==> src/rtl/clk_div_ctrl.sv <==
// Programmable divided-clock / tick generator with run control and reloads applied only at period boundaries.
// Optional burst mode is compiled in when CLK_DIV_CTRL_BURST_EN is defined.
module clk_div_ctrl #(
  parameter int WIDTH   = 16,
  parameter int BURST_W = 8
) (
  input  logic               clk,
  input  logic               rst,
  input  logic               en,
  input  logic [WIDTH-1:0]   div_val,
  input  logic               div_load,
  output logic               div_ack,
  output logic               clk_out,
  output logic               tick,
`ifdef CLK_DIV_CTRL_BURST_EN
  input  logic [BURST_W-1:0] burst_len,
  output logic               burst_done,
`endif
  output logic               busy
);

  typedef enum logic [1:0] {IDLE, RUN, STOP} state_t;

  state_t             state_reg, state_next;
  logic [WIDTH-1:0]   cur_reg, cur_next;
  logic [WIDTH-1:0]   pend_reg, pend_next;
  logic [WIDTH-1:0]   cnt_reg, cnt_next;
  logic               pend_v_reg, pend_v_next;
  logic               clk_out_reg, clk_out_next;
  logic               tick_reg, tick_next;
  logic               ack_reg;
  logic [BURST_W-1:0] burst_len_eff, burst_cnt_reg, burst_cnt_next;
  logic               phase_end, boundary, burst_last, apply;

  // Without burst support the counter is always loaded with 0, i.e. continuous running.
`ifdef CLK_DIV_CTRL_BURST_EN
  assign burst_len_eff = burst_len;
`else
  assign burst_len_eff = '0;
`endif

  assign phase_end  = (cnt_reg == cur_reg - WIDTH'(1));
  assign boundary   = (state_reg != IDLE) && phase_end && !clk_out_reg;
  assign burst_last = (burst_cnt_reg == BURST_W'(1));

  always_ff @(posedge clk) begin
    if (rst) begin
      state_reg     <= IDLE;
      cur_reg       <= WIDTH'(1);
      pend_reg      <= '0;
      pend_v_reg    <= 1'b0;
      cnt_reg       <= '0;
      clk_out_reg   <= 1'b0;
      tick_reg      <= 1'b0;
      ack_reg       <= 1'b0;
      burst_cnt_reg <= '0;
    end else begin
      state_reg     <= state_next;
      cur_reg       <= cur_next;
      pend_reg      <= pend_next;
      pend_v_reg    <= pend_v_next;
      cnt_reg       <= cnt_next;
      clk_out_reg   <= clk_out_next;
      tick_reg      <= tick_next;
      ack_reg       <= div_load;
      burst_cnt_reg <= burst_cnt_next;
    end
  end

  always_comb begin
    state_next     = state_reg;
    cur_next       = cur_reg;
    pend_next      = pend_reg;
    pend_v_next    = pend_v_reg;
    cnt_next       = cnt_reg;
    clk_out_next   = clk_out_reg;
    tick_next      = 1'b0;
    burst_cnt_next = burst_cnt_reg;
    apply          = 1'b0;

    case (state_reg)
      IDLE: begin
        clk_out_next = 1'b0;
        cnt_next     = '0;
        apply        = pend_v_reg;
        if (en) begin
          state_next     = RUN;
          clk_out_next   = 1'b1;
          tick_next      = 1'b1;
          burst_cnt_next = burst_len_eff;
        end
      end
      default: begin
        cnt_next = cnt_reg + WIDTH'(1);
        if (phase_end) begin
          cnt_next = '0;
          if (clk_out_reg) begin
            clk_out_next = 1'b0;
          end else begin
            // End of the low phase: the only point where the period may change or stop.
            apply = pend_v_reg;
            if (burst_cnt_reg != '0) burst_cnt_next = burst_cnt_reg - BURST_W'(1);
            if ((state_reg == STOP && !en) || burst_last) begin
              state_next   = IDLE;
              clk_out_next = 1'b0;
            end else begin
              clk_out_next = 1'b1;
              tick_next    = 1'b1;
            end
          end
        end
        if (state_next != IDLE) state_next = en ? RUN : STOP;
      end
    endcase

    if (apply) begin
      cur_next    = pend_reg;
      pend_v_next = 1'b0;
    end
    // A load in the same cycle as an apply lands after it, so it waits for the next boundary.
    if (div_load) begin
      pend_next   = (div_val == '0) ? WIDTH'(1) : div_val;
      pend_v_next = 1'b1;
    end
  end

`ifdef CLK_DIV_CTRL_BURST_EN
  logic burst_done_reg;

  always_ff @(posedge clk) begin
    if (rst) burst_done_reg <= 1'b0;
    else     burst_done_reg <= boundary && burst_last;
  end

  assign burst_done = burst_done_reg;
`endif

  assign div_ack = ack_reg;
  assign clk_out = clk_out_reg;
  assign tick    = tick_reg;
  assign busy    = (state_reg != IDLE);

endmodule

==> config.mk <==
export PLATFORM = sky130hd
export DESIGN_NAME = clk_div_ctrl
export DESIGN_NICKNAME = d
export VERILOG_FILES = /design/src/rtl/clk_div_ctrl.sv
export SDC_FILE = /design/constraint.sdc
export NUM_CORES = 1
export LEC_CHECK = 0
export CAP_MARGIN = 25
export CORE_ASPECT_RATIO = 1.1
export CORE_UTILIZATION = 25
export CTS_CLUSTER_DIAMETER = 120
export DETAILED_ROUTE_END_ITERATION = 8
export PLACE_DENSITY = 0.52
export SLEW_MARGIN = 30
export SYNTH_ARGS = -nofsm -noshare
export SYNTH_HDL_FRONTEND = slang
export SYNTH_SLANG_ARGS = --single-unit
export TNS_END_PERCENT = 100
==> constraint.sdc <==
create_clock -name clk -period 4.75 [get_ports clk]
set_clock_uncertainty 0.15 [all_clocks]
set_input_delay 0.95 -clock clk [delete_from_list [all_inputs] [get_ports clk]]
set_output_delay 0.95 -clock clk [all_outputs]
set_load 0.01 [all_outputs]
=== After elaboration in Yosys (flattened, before gate mapping) ===
Index checks and enable logic that the tools add are counted.

* Word-level logic and storage cells: 56
* Output and inout bits: 4
* Input bits: 20
* Register bits after elaboration: 62

* Add/subtract/negate cells: 3
* Muxes and demuxes: 26
* Reductions and logical operators: 13
* Equal/unequal tests: 5

{| class="wikitable"
|+ Operators by type and width
! cell !! count
|-
| two-way mux 8 bit || 5
|-
| adder 16 x 1 -> 16 bit (second input constant) || 1
|-
| equality test 16 bit || 1
|-
| zero test 16 bit || 1
|-
| two-way mux 16 bit || 1
|-
| two-way mux 2 bit || 8
|-
| subtractor 16 x 1 -> 16 bit (second input constant) || 1
|-
| two-way mux 1 bit || 12
|-
| nonzero test 2 bit || 5
|-
| equality test 8 x 1 -> 1 bit (second input constant) || 1
|-
| nonzero test 8 bit || 1
|-
| subtractor 8 x 1 -> 8 bit (second input constant) || 1
|-
| AND reduction 4 bit || 1
|-
| OR reduction 3 bit || 1
|-
| equality test 2 bit (second input constant) || 1
|-
| zero test 2 bit || 1
|-
| inequality test 2 x 1 -> 1 bit (second input constant) || 1
|-
| inequality test 2 bit (second input constant) || 1
|-
| logical AND 1 bit || 1
|-
| zero test 1 bit || 1
|-
| logical OR 1 bit || 1
|}

=== Depth between registers and ports, before layout ===
* Depth in word-level cells: 10
* Gate-level depth with buffers: 13
* Gate-level depth less buffers: 10

=== Least setup slack after synthesis ===
Ideal clock, no wire load.

* Path kind: register to register
* From: reg cur_reg[5]
* To: reg burst_cnt_reg[5]
* Setup slack: 1,050 ps
* Library setup time: 70 ps
* Cell stages (with the launch flop): 11
* Data required time: 4,530 ps
* Arrival: 3,480 ps
* Path buffers: 2
* Path through: dfxtp_1 buf_6 or4_1 buf_2 or4_4 or4b_1 a31oi_1 nor2_1 or4_4 or4_1 a21oi_1

* Cells in the longest elaborated chain, start to end: 4

{| class="wikitable"
|+ RTL lines
! what !! RTL line !! RTL
|-
| from (decl) || 25 || <nowiki>logic [WIDTH-1:0] cur_reg, cur_next;</nowiki>
|-
| from (signal assigned) || 59 || <nowiki>cur_reg <= cur_next;</nowiki>
|-
| subtractor 16 x 1 -> 16 bit || 42 || <nowiki>assign phase_end = (cnt_reg == cur_reg - WIDTH'(1));</nowiki>
|-
| equality test 16 bit || 42 ||
|-
| nonzero test 2 bit (no source line) || - ||
|-
| AND reduction 4 bit (no source line) || - ||
|-
| to (signal assigned) || 66 || <nowiki>burst_cnt_reg <= burst_cnt_next;</nowiki>
|-
| to (decl) || 32 || <nowiki>logic [BURST_W-1:0] burst_len_eff, burst_cnt_reg, burst_cnt_next;</nowiki>
|}

No other way between the ends.
A chain may end at the register's enable or synchronous reset.

=== Worst setup path after layout ===
Same ends and word-level chain as after synthesis.

==> results.yml <==
finish:
  final_area_um2: 3790
  fin_nets: 422
  utilization_pct: 31.0
  multiInputGateArea_um2: 1800
  seqCellArea_um2: 1240
  syn_to_final_growth_pct: 19.2
  drive_gt1_share_pct: 5.49
  fill_cells: 1289
  diodes: 0
clock_tree:
  clk_latency_ns: 0.32
  clockRootBuffer: "clkbuf_16"
  ctsResizeCount: 0
  cts_tree: "yes"
  numCtsBuffers: 9
  cts_hold_buf: 0
  cts.htree.levels: 3
  path_clk_slew_ns: 0.05
  clock_tree.buffer_depth: 2
  post_cts_buffers: 0
  clock_sinks: 62
yosys:
  synth-main-ff-cell: "dfxtp_1"
  avgSynthCellArea_um2: 8.26
  syn-cell-area_um2: 3180
  synth_fp_nets: 409
  seq_area_frac_synth_pct: 39.0
  synth-seq-cells: 62
  synth-edff-count: 0
  ys_warn_count: 0
  async_flop_share_pct: 0
  syn_inst: 385
  ys_types: 54
timing:
  setup_violations: 0
  min_period_ns: 3.97
  fin_hold_ws_ns: 0.318
  worstMarginPinSlew_ns: 0.671
  relSlewSlack_pct: 54.6
  fmax_mhz: 252
  fin_crit_sh_pct: 83.7
  hold_viol_final: 0
  rsz0062_at_grt: "no"
  setup_tns_ns: 0
  drv_slew: 0
floorplanning:
  start_util_pct: 26.0
  rows: 42
  die_h_um: 120
  num_io_pins: 24
  die_area_um2: 13200
  core_um2: 12200
  die_w_um: 110
routing:
  wl_mm: 7.55
  drc: 0
  antenna_left: 0
  via_count: 2780
  drtIter0Drc: 162
  dr.pass1.iters: 4
  post_drt_wl_per_cell_um: 13.6
  viasPerCell: 5.01
worst_setup_path:
  reg2reg_slack_ns: 0.78
  worstSetupStartpointType: "flop"
  cp.arrival_ns: 4.08
  end_kind: "flop"
  rr_startpoint: "cur_reg[5]"
  criticalPathCategory: "reg -> reg"
  cp_max_fo: 15
  rr_worst_depth: 8
  r2r-end: "burst_cnt_reg[5]"
  required_ns: 4.85
grt:
  grt.overflow.total: 0
  grt_antenna_before_repair: 0
  grt_pass1_vias: 2660
  grt_pass1_wl_mm: 12.6
  grt_max_degree: 40
  grt_usage_pct: 12.4
placed_design:
  hpwlAfterDp_mm: 5.56
  place_area_um2: 3520
  port_buffers: 23
  routabilityCongestion: 0.836
min_path:
  worstHoldPathType: "reg -> reg"
  hold_depth: 2
  worstHoldEndpoint: "cur_reg[6]"
  hold_start: "pend_reg[6]"
power_and_ir_drop:
  total_leakage_power_nw: 1.38
  p_per_area_nw_per_um2: 359
  total_power_mw: 1.36
  vdd_ir_drop_max_mv: 0.176
outcome:
  status: "complete, no violations"
job:
  maxCapViolCount: 0
## power by group
part / switching [mW] / internal, mW
Combinational: 0.116 / 0.0814
Clock: 0.212 / 0.388
Sequential: 0.0213 / 0.542
Total: 0.349 / 1.01
## how the worst max path moves through the flow
stage                    start               end  slack, ns  cells past startpoint
floorplan           cur_reg[5]  burst_cnt_reg[5]       1.05                     10
global placement    cur_reg[5]  burst_cnt_reg[5]       0.88                      8
detailed placement  cur_reg[5]  burst_cnt_reg[5]       0.80                      8
CTS                 cur_reg[5]  burst_cnt_reg[5]       0.81                      8
global route        cur_reg[5]  burst_cnt_reg[6]       0.65                      8
finish              cur_reg[5]  burst_cnt_reg[5]       0.78                      8
## metrics by stage
stage | setup WS, ns | cells
2_1_floorplan | 1.05 | 385
3_3_place_gp | 0.883 | 541
3_5_place_dp | 0.803 | 541
4_1_cts | 0.806 | 555
5_1_grt | 0.654 | 555
6_report | 0.776 | 555
## cell type report
cell class,instances,area share [%]
multi-input combinational,288,47.4
tap,154,5.08
timing repair buffer,25,6.33
clock buffer,13,7.12
sequential,62,32.7
clock inverter,1,0.132
inverter,12,1.19
## cells in the mapped netlist, types with 4 or more instances
| cell type | instances | share of area [%] |
|---|---|---|
| nand4_1 | 5 | 0.98 |
| ha_1 | 4 | 1.6 |
| mux2i_1 | 15 | 4.7 |
| nor2_1 | 47 | 5.5 |
| nor4_1 | 7 | 1.4 |
| or3_1 | 4 | 0.79 |
| and3_1 | 5 | 0.98 |
| xor2_1 | 22 | 6.1 |
| xnor2_1 | 13 | 3.6 |
| nor3_1 | 11 | 1.7 |
| dfxtp_1 | 62 | 39 |
| inv_1 | 11 | 1.3 |
| a21oi_1 | 21 | 3.3 |
| o211ai_1 | 7 | 1.7 |
| nand2_1 | 21 | 2.5 |
| o21ai_0 | 28 | 4.4 |
| nand3_1 | 30 | 4.7 |
| clkbuf_1 | 19 | 2.2 |
## placed cells by master (no fill, tap or decap), types with 7 or more instances in the layout
cell,n
nor2_1,47
clkbuf_16,9
xor2_1,22
inv_1,11
dfxtp_1,62
o21ai_0,28
nand2_1,21
nor3_1,11
o211ai_1,7
nor4_1,7
nand3_1,30
xnor2_1,13
a21oi_1,21
mux2i_1,15
clkdlybuf4s50_1,22
## per-layer routing
| layer | wire length, µm | track usage (%) | vias to the layer above | share of wire (%) |
|---|---|---|---|---|
| met2 | 3650 | 19.7 | 49 | 48 |
| met4 | 189 | 6.83 | 0 | 2.5 |
| met1 | 3520 | 15.6 | 1310 | 47 |
| met5 | 0 | 0 | - | 0 |
| met3 | 198 | 2.32 | 13 | 2.6 |
| li1 | - | - | 1408 | - |
## cells by family after synthesis
logic type | share of synthesized area, %
AO/OA/AOI/OAI | 16.6
adder cells (fa/ha/maj) | 1.57
XOR/XNOR | 9.63
flip-flops | 39.0
AND/OR/NAND/NOR | 24.0
multiplexers | 4.72
buffers and inverters | 4.44
## worst max-delay path, cell delays in order (launching register included)
cell and delay [ns]:
dfxtp_1 0.37, or4_1 0.65, or4_4 0.55, or4b_1 0.49, a31oi_1 0.18, nor2_1 0.11, or4_4 0.64, or4_1 0.58
a21oi_1 0.17
Note: power is estimated with default switching activity, not from simulation.
==> patch 1, RTL diff (same settings) <==
`WIDTH`: 16 -> 24.
--- a/src/rtl/clk_div_ctrl.sv
+++ b/src/rtl/clk_div_ctrl.sv
@@ -3,3 +3,3 @@
 module clk_div_ctrl #(
-  parameter int WIDTH   = 16,
+  parameter int WIDTH   = 24,
   parameter int BURST_W = 8
Ports: changed (resized div_val); port bits go from 24 to 32. No check against the original RTL was run, so the function may have changed too.
==> patch 1 against the original RTL <==
- routed wire length up 23%
- final area up 33%
- hold slack lost 9.2 ps
- power increased by 26%
- first-iteration DRC count grew 7.4%
- utilization down 0.39 points
- largest power group is now registers
- sequential cell count rose by 24
- non-clock buffer count rose by 10
- worst setup slack worse by 66 ps
- critical path depth is 1 higher
- synthesized area rose by 33%
==> patch 1: results (changes against the original RTL) <==
vdd_ir_drop_max_mv: 0.182  # was 0.176 mV
ys_warn_count: 0  # unchanged
grt_pass1_vias: 3170  # was 2660
wl_per_cell_um: 13.3  # was 13.6 µm
worstHoldPathType: "flip-flop to flip-flop"  # unchanged
drive_gt1_frac: 0.0625  # was 0.0549
antenna_cells: 0  # unchanged
rr_worst_depth: 9  # was 8
numCtsBuffers: 9  # unchanged
arrival_ps: 4170  # was 4080 ps
whs_endpoint: "burst_cnt_reg[4]"  # was cur_reg[6]
vias_per_cell: 4.74  # was 5.01
port_buffers: 31  # was 23
final_nets: 524  # was 422
antenna_found_initial: 0  # unchanged
met1_usage: 0.141  # was 0.156
async_flop_share: 0  # unchanged
yosys-top-cells-area: "dfxtp_1 (41%), mux2i_1 (12%), nor2_1 (7.9%), xor2_1 (5.8%), xnor2_1 (4.6%)"  # was dfxtp_1 (39%), xor2_1 (6.1%), nor2_1 (5.5%), mux2i_1 (4.7%), nand3_1 (4.7%)
cts_resized: 0  # unchanged
gr-usage-met3: 0.0163  # was 0.0232
post_cts_buffers: 0  # unchanged
clkTransAtPathRegs_ps: 60
synthFlopType: "dfxtp_1"  # unchanged
slew_violations: 0  # unchanged
synth_common_cells: "nor2_1 (89), dfxtp_1 (86), mux2i_1 (51)"  # was dfxtp_1 (62), nor2_1 (47), nand3_1 (30)
grt_max_degree: 58  # was 40
dp_hpwl_um: 6880  # was 5560 µm
pre_cts_ws_ps: 766  # was 803 ps
gp_congestion: 0.795  # was 0.836
total_leakage_power_nw: 2.05  # was 1.38 nW
yosysSeqAreaShare: 0.408  # was 0.390
status: "finished clean"  # unchanged
clockRootBuffer: "clkbuf_16"  # unchanged
grt_first_pass_wirelength_um: 15500  # was 12600 µm
worst_pin_slew_ps: 920  # was 671 ps
critPathMaxFanout: 10  # was 15
holdWs_ps: 309  # was 318 ps
synth_fp_nets: 502  # was 409
placed_cell_area_um2: 4710  # was 3520 µm²
ys_types: 51  # was 54
reg2reg_to: "burst_cnt_reg[7]"  # was burst_cnt_reg[5]
worstSkewPairLatency_ps: 350  # was 320 ps
min_from: "burst_cnt_reg[4]"  # was pend_reg[6]
htree_num_levels: 3  # unchanged
drt-pass1-iter-count: 4  # unchanged
fillers: 1722  # was 1289
grt_use_total: 0.111  # was 0.124
drt-initial-drc-count: 174  # was 162
whs_path_depth: 2  # unchanged
met2_usage: 0.178  # was 0.197
synth_edf_count: 0  # unchanged
r2r_slack_ps: 710  # was 780 ps
clockBufferDepth: 2  # unchanged
r2r_start: "cur_reg[2]"  # was cur_reg[5]
-- patch 1: cell types whose count changed after synthesis, sizes merged, moves of 7 or more --
cell | before | now
xnor2 | 13 | 22
o21ai | 29 | 4
a21oi | 21 | 5
mux2i | 15 | 51
nor2 | 47 | 89
o211ai | 7 | 0
nand3 | 30 | 22
dfxtp | 62 | 86
-- patch 1: kinds of logic (layout without fill, tap and decap cells) --
group	Yosys count	count (layout)	share of synthesized area
AOI/OAI and AO/OA	41	41	0.0767
adders and majority gates	4	4	0.0118
xor gates and xnor gates	51	51	0.109
DFF	86	86	0.408
muxes	51	51	0.121
and+or+nand+nor	206	206	0.243
buffers and inverters	31	57	0.0314
-- patch 1: final cells by class --
class | count | share of cell area
inverters | 7 | 0.00523
flip-flops and latches | 86 | 0.342
clock buffers | 9 | 0.0448
well taps | 204 | 0.0508
clock inverters | 6 | 0.0187
repair buffers | 35 | 0.0667
multi-input cells | 353 | 0.471
-- patch 1: routing by layer --
| layer | wire length [µm] | up-vias |
|---|---|---|
| met3 | 253 | 18 |
| met5 | 0 | - |
| met4 | 268 | 0 |
| li1 | - | 1699 |
| met2 | 4270 | 52 |
| met1 | 4540 | 1548 |
-- patch 1: report_power, final --
group	switching, mW	internal [mW]	leakage (nW)
Clock	0.298	0.462	0.153
Combinational	0.102	0.0935	1.20
Sequential	0.0215	0.744	0.700
Total	0.421	1.30	2.05
-- patch 1: worst max-delay path, cell delays in order, from the launching register on --
cell and delay [ps]:
dfxtp_1 360, nor3_1 770, nand2_1 290, or4_1 580
a221oi_1 320, nand4_1 250, a2111oi_4 570, nand4_2 210
or3_1 340, a21boi_1 130
-- patch 1: metrics by stage --
stage	std cells	util
final	700	0.306
after floorplan	470	-
after CTS	700	0.306
after detailed placement	685	0.287
after global routing	700	0.306
after global placement	685	0.287
-- patch 1: worst max-delay path by stage --
stage	startpoint	end	slack (ps)
3_5_place_dp	cur_reg[15]	cur_reg[18]	770
6_report	cur_reg[2]	burst_cnt_reg[7]	710
4_1_cts	cur_reg[15]	cur_reg[18]	740
5_1_grt	cur_reg[2]	burst_cnt_reg[6]	460
3_3_place_gp	cur_reg[15]	burst_cnt_reg[4]	820
2_1_floorplan	cur_reg[15]	cur_reg[11]	1190
==> patch 2, RTL diff (same settings) <==
Made on the original files. Add an input register stage for `div_val` and `div_load`, without a reset; this delays them by one clock. The other inputs are not delayed to match.
--- a/src/rtl/clk_div_ctrl.sv
+++ b/src/rtl/clk_div_ctrl.sv
@@ -22,2 +22,10 @@
   typedef enum logic [1:0] {IDLE, RUN, STOP} state_t;
+
+  logic [WIDTH-1:0] div_val_q;
+  logic div_load_q;
+
+  always_ff @(posedge clk) begin
+    div_val_q  <= div_val;
+    div_load_q <= div_load;
+  end
 
@@ -64,3 +72,3 @@
       tick_reg      <= tick_next;
-      ack_reg       <= div_load;
+      ack_reg       <= div_load_q;
       burst_cnt_reg <= burst_cnt_next;
@@ -120,4 +128,4 @@
     // A load in the same cycle as an apply lands after it, so it waits for the next boundary.
-    if (div_load) begin
-      pend_next   = (div_val == '0) ? WIDTH'(1) : div_val;
+    if (div_load_q) begin
+      pend_next   = (div_val_q == '0) ? WIDTH'(1) : div_val_q;
       pend_v_next = 1'b1;
Formal check against the unedited RTL: not equivalent (a bounded check fails within 4 cycles, from zero or initial values and one cycle with rst high).
==> patch 2 against the original RTL <==
- routed wire length fell by 9.7%
- highest routed layer unchanged
- sequential cell count rose by 17
- synthesized area rose by 7.9%
- non-clock buffer count rose by 1
- largest power group unchanged
- final area rose by 10%
- hold slack improved by 26 ps
- power rose by 23%
- worst setup slack improved by 590 ps
==> patch 2: results (changes against the original RTL) <==
yosys-top-cells-area: "dfxtp_1 (46%), mux2i_1 (9.0%), nor2_1 (7.1%), xnor2_1 (5.9%), xor2_1 (4.3%)"  # was dfxtp_1 (39%), xor2_1 (6.1%), nor2_1 (5.5%), mux2i_1 (4.7%), nand3_1 (4.7%)
ys_warn_count: 0  # unchanged
final_nets: 410  # was 422
clockRootBuffer: "clkbuf_16"  # unchanged
synth-compound-area-share: 0.0729  # was 0.166
clkTransAtPathRegs_ps: 60
htree_num_levels: 3  # unchanged
grt_use_total: 0.107  # was 0.124
synth_adder_area_share: 0.0146  # was 0.0157
syn_to_final_growth_pct: 21.8  # was 19.2%
port_buffers: 23  # unchanged
vdd_ir_drop_max_mv: 0.201  # was 0.176 mV
pre_cts_ws_ps: 1380  # was 803 ps
wl_um: 6820  # was 7550 µm
antenna_found_initial: 0  # unchanged
post-place-cells: 559  # was 541
worst_pin_slew_ps: 545  # was 671 ps
yosysSeqAreaShare: 0.461  # was 0.390
async_flop_share: 0  # unchanged
total_leakage_power_nw: 1.58  # was 1.38 nW
grt_max_degree: 25  # was 40
grt_first_pass_wirelength_um: 12000  # was 12600 µm
critPathMaxFanout: 10  # was 15
worstHoldPathType: "flip-flop to flip-flop"  # unchanged
synthXorXnorAreaFrac: 0.109  # was 0.0963
clockBufferDepth: 2  # unchanged
cts_resized: 0  # unchanged
synthCells: 366  # was 385
p_sw_mw: 0.389  # was 0.349 mW
drt-initial-drc-count: 82  # was 162
status: "finished clean"  # unchanged
arrival_ps: 3450  # was 4080 ps
antenna_cells: 0  # unchanged
drive_gt1_frac: 0.0665  # was 0.0549
post_cts_buffers: 0  # unchanged
worstSkewPairLatency_ps: 330
synth_common_cells: "dfxtp_1 (79), nor2_1 (65), mux2i_1 (31)"  # was dfxtp_1 (62), nor2_1 (47), nand3_1 (30)
stdcell_count: 575  # was 555
num_vias: 2531  # was 2780
synth_fp_nets: 390  # was 409
synthMuxAreaShare: 0.0904  # was 0.0472
gp_congestion: 0.793  # was 0.836
drt-pass1-iter-count: 4  # unchanged
grt_pass1_vias: 2441  # was 2660
ys_types: 52  # was 54
numCtsBuffers: 9  # unchanged
dp_hpwl_um: 5030  # was 5560 µm
placed_cell_area_um2: 3830  # was 3520 µm²
-- patch 2: power by group through the flow --
stage	clock [mW]	sequential, mW	combinational [mW]
2_1_floorplan	0	0.718	0.135
3_3_place_gp	0	0.729	0.173
3_5_place_dp	0	0.729	0.176
4_1_cts	0.814	0.714	0.176
5_1_grt	0.845	0.718	0.195
6_report	0.792	0.714	0.174
-- patch 2: cells by family (layout without fill, tap and decap cells) --
| group | after synthesis | count (layout) |
|---|---|---|
| AO/OA/AOI/OAI | 35 | 35 |
| buffers and inverters | 27 | 52 |
| multiplexers | 31 | 31 |
| adder cells (fa/ha/maj) | 4 | 4 |
| flip-flops | 79 | 79 |
| XOR/XNOR | 41 | 41 |
| AND/OR/NAND/NOR | 149 | 149 |
-- patch 2: routing by layer --
metal  share of wire  vias up  global-route usage
met5               0        -                   0
met4           0.018        0              0.0464
met3           0.035        8              0.0277
met2            0.46       35               0.165
met1            0.49     1176               0.140
li1                -     1312                   -
-- patch 2: final timing paths --
kind / startpoint / end / slack [ps] / cells past startpoint
setup / recovery: cur_reg[0] / burst_cnt_reg[6] / 1370 / 10
hold / removal: div_val_q[10] / pend_reg[10] / 340 / 2
setup reg to reg: cur_reg[0] / burst_cnt_reg[6] / 1370 / 10
hold reg to reg: div_val_q[10] / pend_reg[10] / 340 / 2
-- patch 2: final cells by class --
type                            instances  area (µm²)
Tap cell                              184         230
Clock inverter                          6         116
Multi-Input combinational cell        260        1730
Clock buffer                           10         229
Inverter                               10        37.5
Fill cell                            1394        9140
Timing Repair Buffer                   26         253
Sequential cell                        79        1580
-- patch 2: critical path, stage by stage (launching register included) --
cell and delay, ps:
dfxtp_1 340, inv_1 80, ha_1 190, or4b_1 600, or4_1 500, xnor2_1 190, nor4b_2 330, o2111ai_2 360
nor3_1 320, xnor2_1 150, nor2_1 50
